## src/rtl/bus_rr_arbiter.sv

```systemverilog
// bus_rr_arbiter: two-master round-robin arbiter with ACK watchdog for the shared register bus
//   clk, rst_n                 clock (rising edge), asynchronous active-low reset
//   m0_stb/we/adr/wdata        master 0 request, held until m0_ack or m0_err
//   m0_rdata/ack/err           master 0 read data, done pulse, timeout-abort pulse
//   m1_*                       identical set for master 1
//   stb/we/adr/wdata           slave request (latched from the granted master)
//   rdata/ack                  slave read data and acknowledge
//   gnt                        one-hot current grant (bit0 = M0, bit1 = M1), 0 when idle
module bus_rr_arbiter #(
  parameter int ADDR_W  = 32,
  parameter int DATA_W  = 32,
  parameter int TIMEOUT = 16
) (
  input  logic              clk,
  input  logic              rst_n,
  input  logic              m0_stb,
  input  logic              m0_we,
  input  logic [ADDR_W-1:0] m0_adr,
  input  logic [DATA_W-1:0] m0_wdata,
  output logic [DATA_W-1:0] m0_rdata,
  output logic              m0_ack,
  output logic              m0_err,
  input  logic              m1_stb,
  input  logic              m1_we,
  input  logic [ADDR_W-1:0] m1_adr,
  input  logic [DATA_W-1:0] m1_wdata,
  output logic [DATA_W-1:0] m1_rdata,
  output logic              m1_ack,
  output logic              m1_err,
  output logic              stb,
  output logic              we,
  output logic [ADDR_W-1:0] adr,
  output logic [DATA_W-1:0] wdata,
  input  logic [DATA_W-1:0] rdata,
  input  logic              ack,
  output logic [1:0]        gnt
);
  localparam int CW = $clog2(TIMEOUT);
  typedef enum logic [1:0] {IDLE, BUS, RELEASE} state_t;
  state_t state;
  logic [CW-1:0] cnt;
  logic last;
  logic pick;
  logic done;
  // M1 wins when it is the only requester, or on a tie when M0 was served last
  always_comb pick = m1_stb & (~m0_stb | ~last);
  always_comb done = ack | (cnt == CW'(TIMEOUT - 1));
  always_ff @(posedge clk or negedge rst_n) begin
    if (!rst_n) begin
      state    <= IDLE;
      cnt      <= '0;
      last     <= 1'b1;
      stb      <= 1'b0;
      we       <= 1'b0;
      adr      <= '0;
      wdata    <= '0;
      gnt      <= '0;
      m0_rdata <= '0;
      m1_rdata <= '0;
      m0_ack   <= 1'b0;
      m1_ack   <= 1'b0;
      m0_err   <= 1'b0;
      m1_err   <= 1'b0;
    end else begin
      m0_ack <= 1'b0;
      m1_ack <= 1'b0;
      m0_err <= 1'b0;
      m1_err <= 1'b0;
      case (state)
        IDLE: if (m0_stb | m1_stb) begin
          we    <= pick ? m1_we : m0_we;
          adr   <= pick ? m1_adr : m0_adr;
          wdata <= pick ? m1_wdata : m0_wdata;
          gnt   <= pick ? 2'b10 : 2'b01;
          stb   <= 1'b1;
          cnt   <= '0;
          state <= BUS;
        end
        BUS: begin
          cnt <= cnt + 1'b1;
          // ACK takes priority over a watchdog expiry on the same cycle
          if (ack) begin
            if (gnt[1]) m1_rdata <= rdata;
            else m0_rdata <= rdata;
            m1_ack <= gnt[1];
            m0_ack <= gnt[0];
          end else if (done) begin
            m1_err <= gnt[1];
            m0_err <= gnt[0];
          end
          if (done) begin
            stb   <= 1'b0;
            gnt   <= '0;
            last  <= gnt[1];
            state <= RELEASE;
          end
        end
        default: state <= IDLE;
      endcase
    end
  end
endmodule

```

## config.mk

```make
export PLATFORM = sky130hd
export DESIGN_NAME = bus_rr_arbiter
export DESIGN_NICKNAME = d
export VERILOG_FILES = /design/src/rtl/bus_rr_arbiter.sv
export SDC_FILE = /design/constraint.sdc
export NUM_CORES = 1
export LEC_CHECK = 0
export ABC_AREA = 1
export CORE_MARGIN = 3
export CORE_UTILIZATION = 37
export CTS_CLUSTER_SIZE = 10
export DETAILED_ROUTE_END_ITERATION = 16
export PLACE_DENSITY = 0.78
export SLEW_MARGIN = 10
export SYNTH_ARGS = -nofsm -noshare
export SYNTH_HDL_FRONTEND = slang
export SYNTH_SLANG_ARGS = --single-unit
```

## constraint.sdc

```tcl
create_clock -name clk -period 1.15 [get_ports clk]
set_input_delay 0.115 -clock clk [delete_from_list [all_inputs] [get_ports clk]]
set_output_delay 0.115 -clock clk [all_outputs]
set_load 0.01 [all_outputs]
```

==> results of run 1 <==
cell type report:
class | count | area share, %
sequential | 143 | 35.39
tap | 216 | 2.670
multi-input combinational | 429 | 21.66
clock buffer | 17 | 4.203
clock inverter | 15 | 1.619
inverter | 42 | 1.558
timing repair buffer | 375 | 32.90
worst max-delay path, stage by stage, from the launching register on:
cell and delay (ns):
dfstp_2 0.59, nand2_4 0.09, buf_12 0.16, buf_12 0.15, nand4_1 0.11, nand3_1 0.08
routing by layer:
metal	part of all wire [%]	vias to the layer above	GRT usage (%)
li1	-	2968	-
met1	39	3088	28.02
met2	49	335	38.41
met3	8.6	53	7.601
met4	3.6	0	9.389
met5	0	-	0
cell usage after synthesis (all sizes together):
master | count | share of area (%)
o21ai | 70 | 6.0
ha | 1 | 0.20
nand3 | 140 | 12
buf | 42 | 3.9
dfrtp | 142 | 58
nor2 | 5 | 0.51
inv | 42 | 2.6
clkbuf | 14 | 0.86
dfstp | 1 | 0.43
nor3 | 3 | 0.25
a21oi | 1 | 0.082
xnor2 | 1 | 0.14
nand4 | 66 | 6.7
nand2 | 142 | 8.7
logic make-up (layout without fill, tap and decap cells):
logic type,count (synthesis),count (layout),synth area share [%]
DFF,143,143,58.52
xor gates and xnor gates,1,1,0.1432
and+or+nand+nor,356,356,27.76
AOI/OAI and AO/OA,71,71,6.054
buffers and inverters,98,449,7.323
adders and majority gates,1,1,0.2045
per-stage QoR:
step	hold slack [ns]	area, µm²	setup WS (ns)	power (mW)	utilization [%]
6_report	0.08910	10120	-0.1456	26.48	63.03
5_1_grt	0.09068	10120	-0.1987	28.12	63.03
4_1_cts	0.06338	9852	-0.1435	25.69	61.35
3_5_place_dp	0.02968	9654	-0.3899	21.52	60.12
3_3_place_gp	0.02771	9654	-0.3748	21.22	60.12
2_1_floorplan	-0.1806	6212	-0.03182	14.26	-
flip-flops by register name, indices dropped and copies added, names as in the netlist:
name / flops
adr: 32
m1_err: 1
m1_ack: 1
state: 2
last: 1
m0_err: 1
m1_rdata: 32
m0_rdata: 32
stb: 1
m0_ack: 1
wdata: 32
we: 1
gnt: 2
cnt: 4
power by group through the flow:
stage	clock network (mW)	registers [mW]	logic, mW
after floorplan	0	9.73	4.53
after global placement	0	8.75	12.5
after detailed placement	0	8.79	12.7
after CTS	5.60	8.69	11.4
after global routing	5.85	8.99	13.3
final	5.50	8.72	12.3
worst max path at each step:
stage | startpoint | to | cells past startpoint
final | last | wdata[29] | 5
after CTS | last | wdata[31] | 5
after detailed placement | m0_stb | cnt[3] | 7
after floorplan | state[0] | m0_rdata[11] | 6
after global placement | m0_stb | cnt[3] | 7
after global routing | state[0] | adr[12] | 7
repair_timing:
| item | 4_1_cts | 5_1_grt |
|---|---|---|
| buffers inserted | 14 | 4 |
| hold buffers | 1 | 0 |
| gates resized for setup | 557 | 33 |
| hold endpoints to repair | 143 | 0 |
| pin swaps | 2 | 11 |
| cloned | 1 | 10 |
| setup endpoints to repair | 275 | 151 |
==> metrics.md, run 1 <==
| Metric | Value |
|---|---|
| Flops & latches, synth | `143` |
| Finished Layout Cells | `1237` |
| # IOs | `303` |
| # DRC | `0` |
| First-pass GRT wire length | `32920 µm` |
| Post-Route Setup TNS | `-11.78 ns` |
| Min-delay worst type | `input pin to register` |
| Hold_sp | `m1_stb` |
| NetSw | `10.44 mW` |
| RSZ-0062 raised after global routing | `true` |
| End of the worst register-to-register path | `wdata[29]` |
| Pwr dens | `2616 nW/µm²` |
| Crit end category | `register` |
| MaxCap Viol Count | `0` |
| Worst Hold Path EP | `gnt[1]` |
| Setup violations, final | `137` |
| Register-to-register setup slack | `-0.15 ns` |
| Total CTS buffers | `17` |
| R2R depth | `5` |
| Via count | `6444` |
| FMAX | `771.8 MHz` |
| Fin. Hold Viols | `0` |
| Clock power share | `20.8%` |
| CTS Buffer Depth | `2` |
| Grt ovf | `0` |
| Syn Area/Cell | `9.130 µm²` |
| Ant diodes | `0` |
| Clock Latency Late Sink | `0.42 ns` |
| VDD IR max | `0.001242 V` |
| Vias in the first global route | `6132` |
| CP Class | `register to register` |
| Least-Margin Pin Slew | `0.3463 ns` |
| Leak pwr | `4.954 nW` |
| Flop pwr share | `32.9%` |
| TritonCTS Sinks | `143` |
| Total track usage | `23.17%` |
| Max Slew Vio Count | `0` |
| Sequential share of the synthesized area | `58.52%` |
| Routed wire per std cell | `18.50 µm` |
| Post-route clock skew | `0.01107 ns` |
| Status | `finished with violations` |
| Area growth, synth to finish | `65.45%` |
| Arr. time, crit path | `1.60 ns` |
| Post-DRT Antenna Nets | `0` |
| Worst r2r src | `last` |
| Die area | `18110 µm²` |
| CTS root buffer | `clkbuf_16` |
| Die extent in y | `134.6 µm` |
| Placed cell count | `1175` |
| Multi-input logic area | `2192 µm²` |
| Critical path peak fanout | `16` |
| Total wire length | `22890 µm` |
| Failing checks | `negative setup slack` |
| Cells after Synth | `670` |
| Final Worst Setup Slack | `-0.1456 ns` |
| Most frequent cells in the layout | `clkdlybuf4s50_1 (164), dfrtp_1 (140), buf_2 (136)` |
| Combinational share of power | `46.3%` |
| Synth warnings | `0` |
| Net Sw Frac | `39.43%` |
| Initial antenna violation count | `0` |
| Die W | `134.6 µm` |
| Starting DRT DRC Count | `352` |
| Drt pass-1 iters | `5` |
| Clk slew on worst S/H paths | `0.07 ns` |
| Detail Placement HPWL | `15300 µm` |
| Synth cell types | `23` |
| Core box area | `16060 µm²` |
| Hold Path Depth | `3` |
| Final period utilization | `112.7%` |
| Min cycle time layout | `1.296 ns` |
| Net Count, Synth | `838` |
| Pint | `16.04 mW` |
| Starting Density | `38.09%` |
| Mapped Area | `6117 µm²` |
| Rows | `46` |
| Final nets | `1176` |
| Rel. slew slack | `76.84%` |
| Fillers | `1351` |
| Via density | `5.209` |
| Reg area | `3582 µm²` |
| Share of layout cells above drive strength 1 | `26.44%` |
| CP Launch Type | `register` |
| CTS tree | `yes` |
| H-tree levels | `4` |
| Commonest non-fill, non-tap cell in the layout | `clkdlybuf4s50_1` |
| I/O Buffers | `302` |
| Worst endpoint required time | `1.46 ns` |
| Largest net degree at the start of global routing | `53` |
| GP Congestion | `0.8321` |
No activity file was read; power rests on OpenSTA's default activity.
==> run 2, diff against run 1 <==
SETUP_SLACK_MARGIN = 0.4   (was not set)
==> run 2 against run 1 <==
  * The run still ends with negative setup slack left
  * Clock-buffer cell count stayed put
  * Fmax is 3.9% lower
  * First-iteration DRC count increased by 19%
  * Die area unchanged
  * Critical endpoint is now wdata[6]
  * Largest cell class is now buffers
==> metrics.md, run 2 (synthesis gave the netlist of run 1 again) <==
| Metric | Value |
|---|---|
| Final Util | `67.45% (was 63.03%)` |
| Worst endpoint required time | `1.50 ns (was 1.46 ns)` |
| Share of layout cells above drive strength 1 | `32.73% (was 26.44%)` |
| TritonCTS Sinks | `143 (unchanged)` |
| CTS root buffer | `clkbuf_16 (unchanged)` |
| MaxCap Viol Count | `0 (unchanged)` |
| Min-delay worst type | `input pin to register (unchanged)` |
| Power after layout | `29.33 mW (was 26.48 mW)` |
| Crit end category | `register (unchanged)` |
| Initial antenna violation count | `1 (was 0)` |
| Rel. slew slack | `68.73% (was 76.84%)` |
| Core box area | `16060 µm² (unchanged)` |
| Starting DRT DRC Count | `418 (was 352)` |
| CP Class | `register to register (unchanged)` |
| Rows | `46 (unchanged)` |
| Min cycle time layout | `1.349 ns (was 1.296 ns)` |
| Die extent in y | `134.6 µm (unchanged)` |
| Max Slew Vio Count | `0 (unchanged)` |
| H-tree levels | `4 (unchanged)` |
| I/O Buffers | `302 (unchanged)` |
| Die area | `18110 µm² (unchanged)` |
| Finished Layout Cells | `1268 (was 1237)` |
| Area growth, synth to finish | `77.07% (was 65.45%)` |
| Post-route clock skew | `0.01003 ns (was 0.01107 ns)` |
| Largest net degree at the start of global routing | `53 (unchanged)` |
| FMAX | `741.4 MHz (was 771.8 MHz)` |
| Detail Placement HPWL | `15070 µm (was 15300 µm)` |
| Critical path peak fanout | `10 (was 16)` |
| Commonest non-fill, non-tap cell in the layout | `clkdlybuf4s50_1 (unchanged)` |
| CTS tree | `yes (unchanged)` |
| Clk slew on worst S/H paths | `0.07 ns (about the same)` |
| Placement-stage cell area | `9794 µm² (was 9654 µm²)` |
| CP Launch Type | `register (unchanged)` |
| VDD IR max | `0.001373 V (was 0.001242 V)` |
| Clock Latency Late Sink | `0.42 ns (about the same)` |
| GP Congestion | `0.8150 (was 0.8321)` |
| Final nets | `1206 (was 1176)` |
| Via count | `6575 (was 6444)` |
| Leak pwr | `5.249 nW (was 4.954 nW)` |
| RSZ-0062 raised after global routing | `true (unchanged)` |
| # IOs | `303 (unchanged)` |
| Drt pass-1 iters | `5 (unchanged)` |
| Final Worst Setup Slack | `-0.1989 ns (was -0.1456 ns)` |
| Failing checks | `negative setup slack (unchanged)` |
| Least-Margin Pin Slew | `0.4691 ns (was 0.3463 ns)` |
| Vias in the first global route | `6517 (was 6132)` |
| Most frequent cells in the layout | `clkdlybuf4s50_1 (164), dfrtp_1 (141), nand2_1 (113) (was clkdlybuf4s50_1 (164), dfrtp_1 (140), buf_2 (136))` |
| Routed wire per std cell | `18.75 µm (was 18.50 µm)` |
| Setup violations, final | `139 (was 137)` |
| Post-DRT Antenna Nets | `0 (unchanged)` |
| Fin. Hold Viols | `0 (unchanged)` |
| Pwr dens | `2708 nW/µm² (was 2616 nW/µm²)` |
| First-pass GRT wire length | `34660 µm (was 32920 µm)` |
| Grt ovf | `0 (unchanged)` |
| Placed cell count | `1175 (unchanged)` |
| Via density | `5.185 (was 5.209)` |
| # DRC | `0 (unchanged)` |
| Total CTS buffers | `17 (unchanged)` |
| Status | `finished with violations (unchanged)` |
| Total track usage | `24.31% (was 23.17%)` |
| Total wire length | `23770 µm (was 22890 µm)` |
| Starting Density | `38.09% (unchanged)` |
| Die W | `134.6 µm (unchanged)` |
| CTS Buffer Depth | `2 (unchanged)` |
| Arr. time, crit path | `1.70 ns (was 1.60 ns)` |
| Hold slack | `0.2618 ns (was 0.08910 ns)` |
| Final period utilization | `117.3% (was 112.7%)` |
| Design area | `10830 µm² (was 10120 µm²)` |
-- run 2: cell types whose count changed in the layout (fill, tap and decap cells not counted), sizes merged --
cell	before	now
buf	203	232
inv	52	45
clkinv	1	6
bufinv	1	4
clkbuf	24	25
clkinvlp	3	2
diode	0	1
-- run 2: worst max-delay path, cell delays in order (launching register included) --
cell	delay (ns)
dfrtp_1	0.39
buf_4	0.14
nor2_4	0.16
buf_6	0.19
clkbuf_16	0.19
nand4_1	0.10
nand3_1	0.12
-- run 2: layout make-up --
type / count / area, µm²
fill: 1237 / 5226
timing repair buffer: 405 / 3826
sequential: 143 / 3581
multi-input combinational: 429 / 2359
clock buffer: 17 / 425.4
tap: 216 / 270.3
clock inverter: 15 / 210.2
inverter: 42 / 157.7
antenna: 1 / 2.502
-- run 2: layer usage --
layer	vias to the layer above	wire length (µm)	GRT usage, %
met3	58	2270	7.824
met4	0	836	8.824
met5	-	0	0
met1	3128	8844	29.40
met2	340	11820	40.92
li1	3049	-	-
-- run 2: stage by stage --
stage / setup slack [ns] / TNS (ns)
CTS: -0.1645 / -15.82
floorplan: -0.009173 / -0.1623
finish: -0.1989 / -19.62
global route: -0.2492 / -29.19
detailed placement: -0.3599 / -35.01
global placement: -0.3042 / -30.30
-- run 2: power breakdown --
group,switching (mW),total [mW],internal [mW]
clock network,2.32,5.99,3.67
logic,7.17,14.4,7.28
registers,1.49,8.90,7.40
-- run 2: worst paths after layout --
| kind | start | to | slack [ns] | cells past startpoint |
|---|---|---|---|---|
| max | state[0] | wdata[6] | -0.20 | 6 |
| min | rdata[9] | m1_rdata[9] | 0.26 | 3 |
| max reg2reg | state[0] | wdata[6] | -0.20 | 6 |
| min reg2reg | m1_rdata[11] | m1_rdata[11] | 0.49 | 2 |
| max in group asynchronous | rst_n | last | 0.57 | 3 |
| min in group asynchronous | rst_n | m0_rdata[9] | 0.28 | 3 |
-- run 2: timing repair --
action,in CTS,in global routing
resized for setup,615,43
pin swaps,12,8
hold buffers,1,0
buffers inserted,46,0
gates cloned,3,10
endpoints found under the hold margin,143,0
endpoints found under the setup margin,279,279
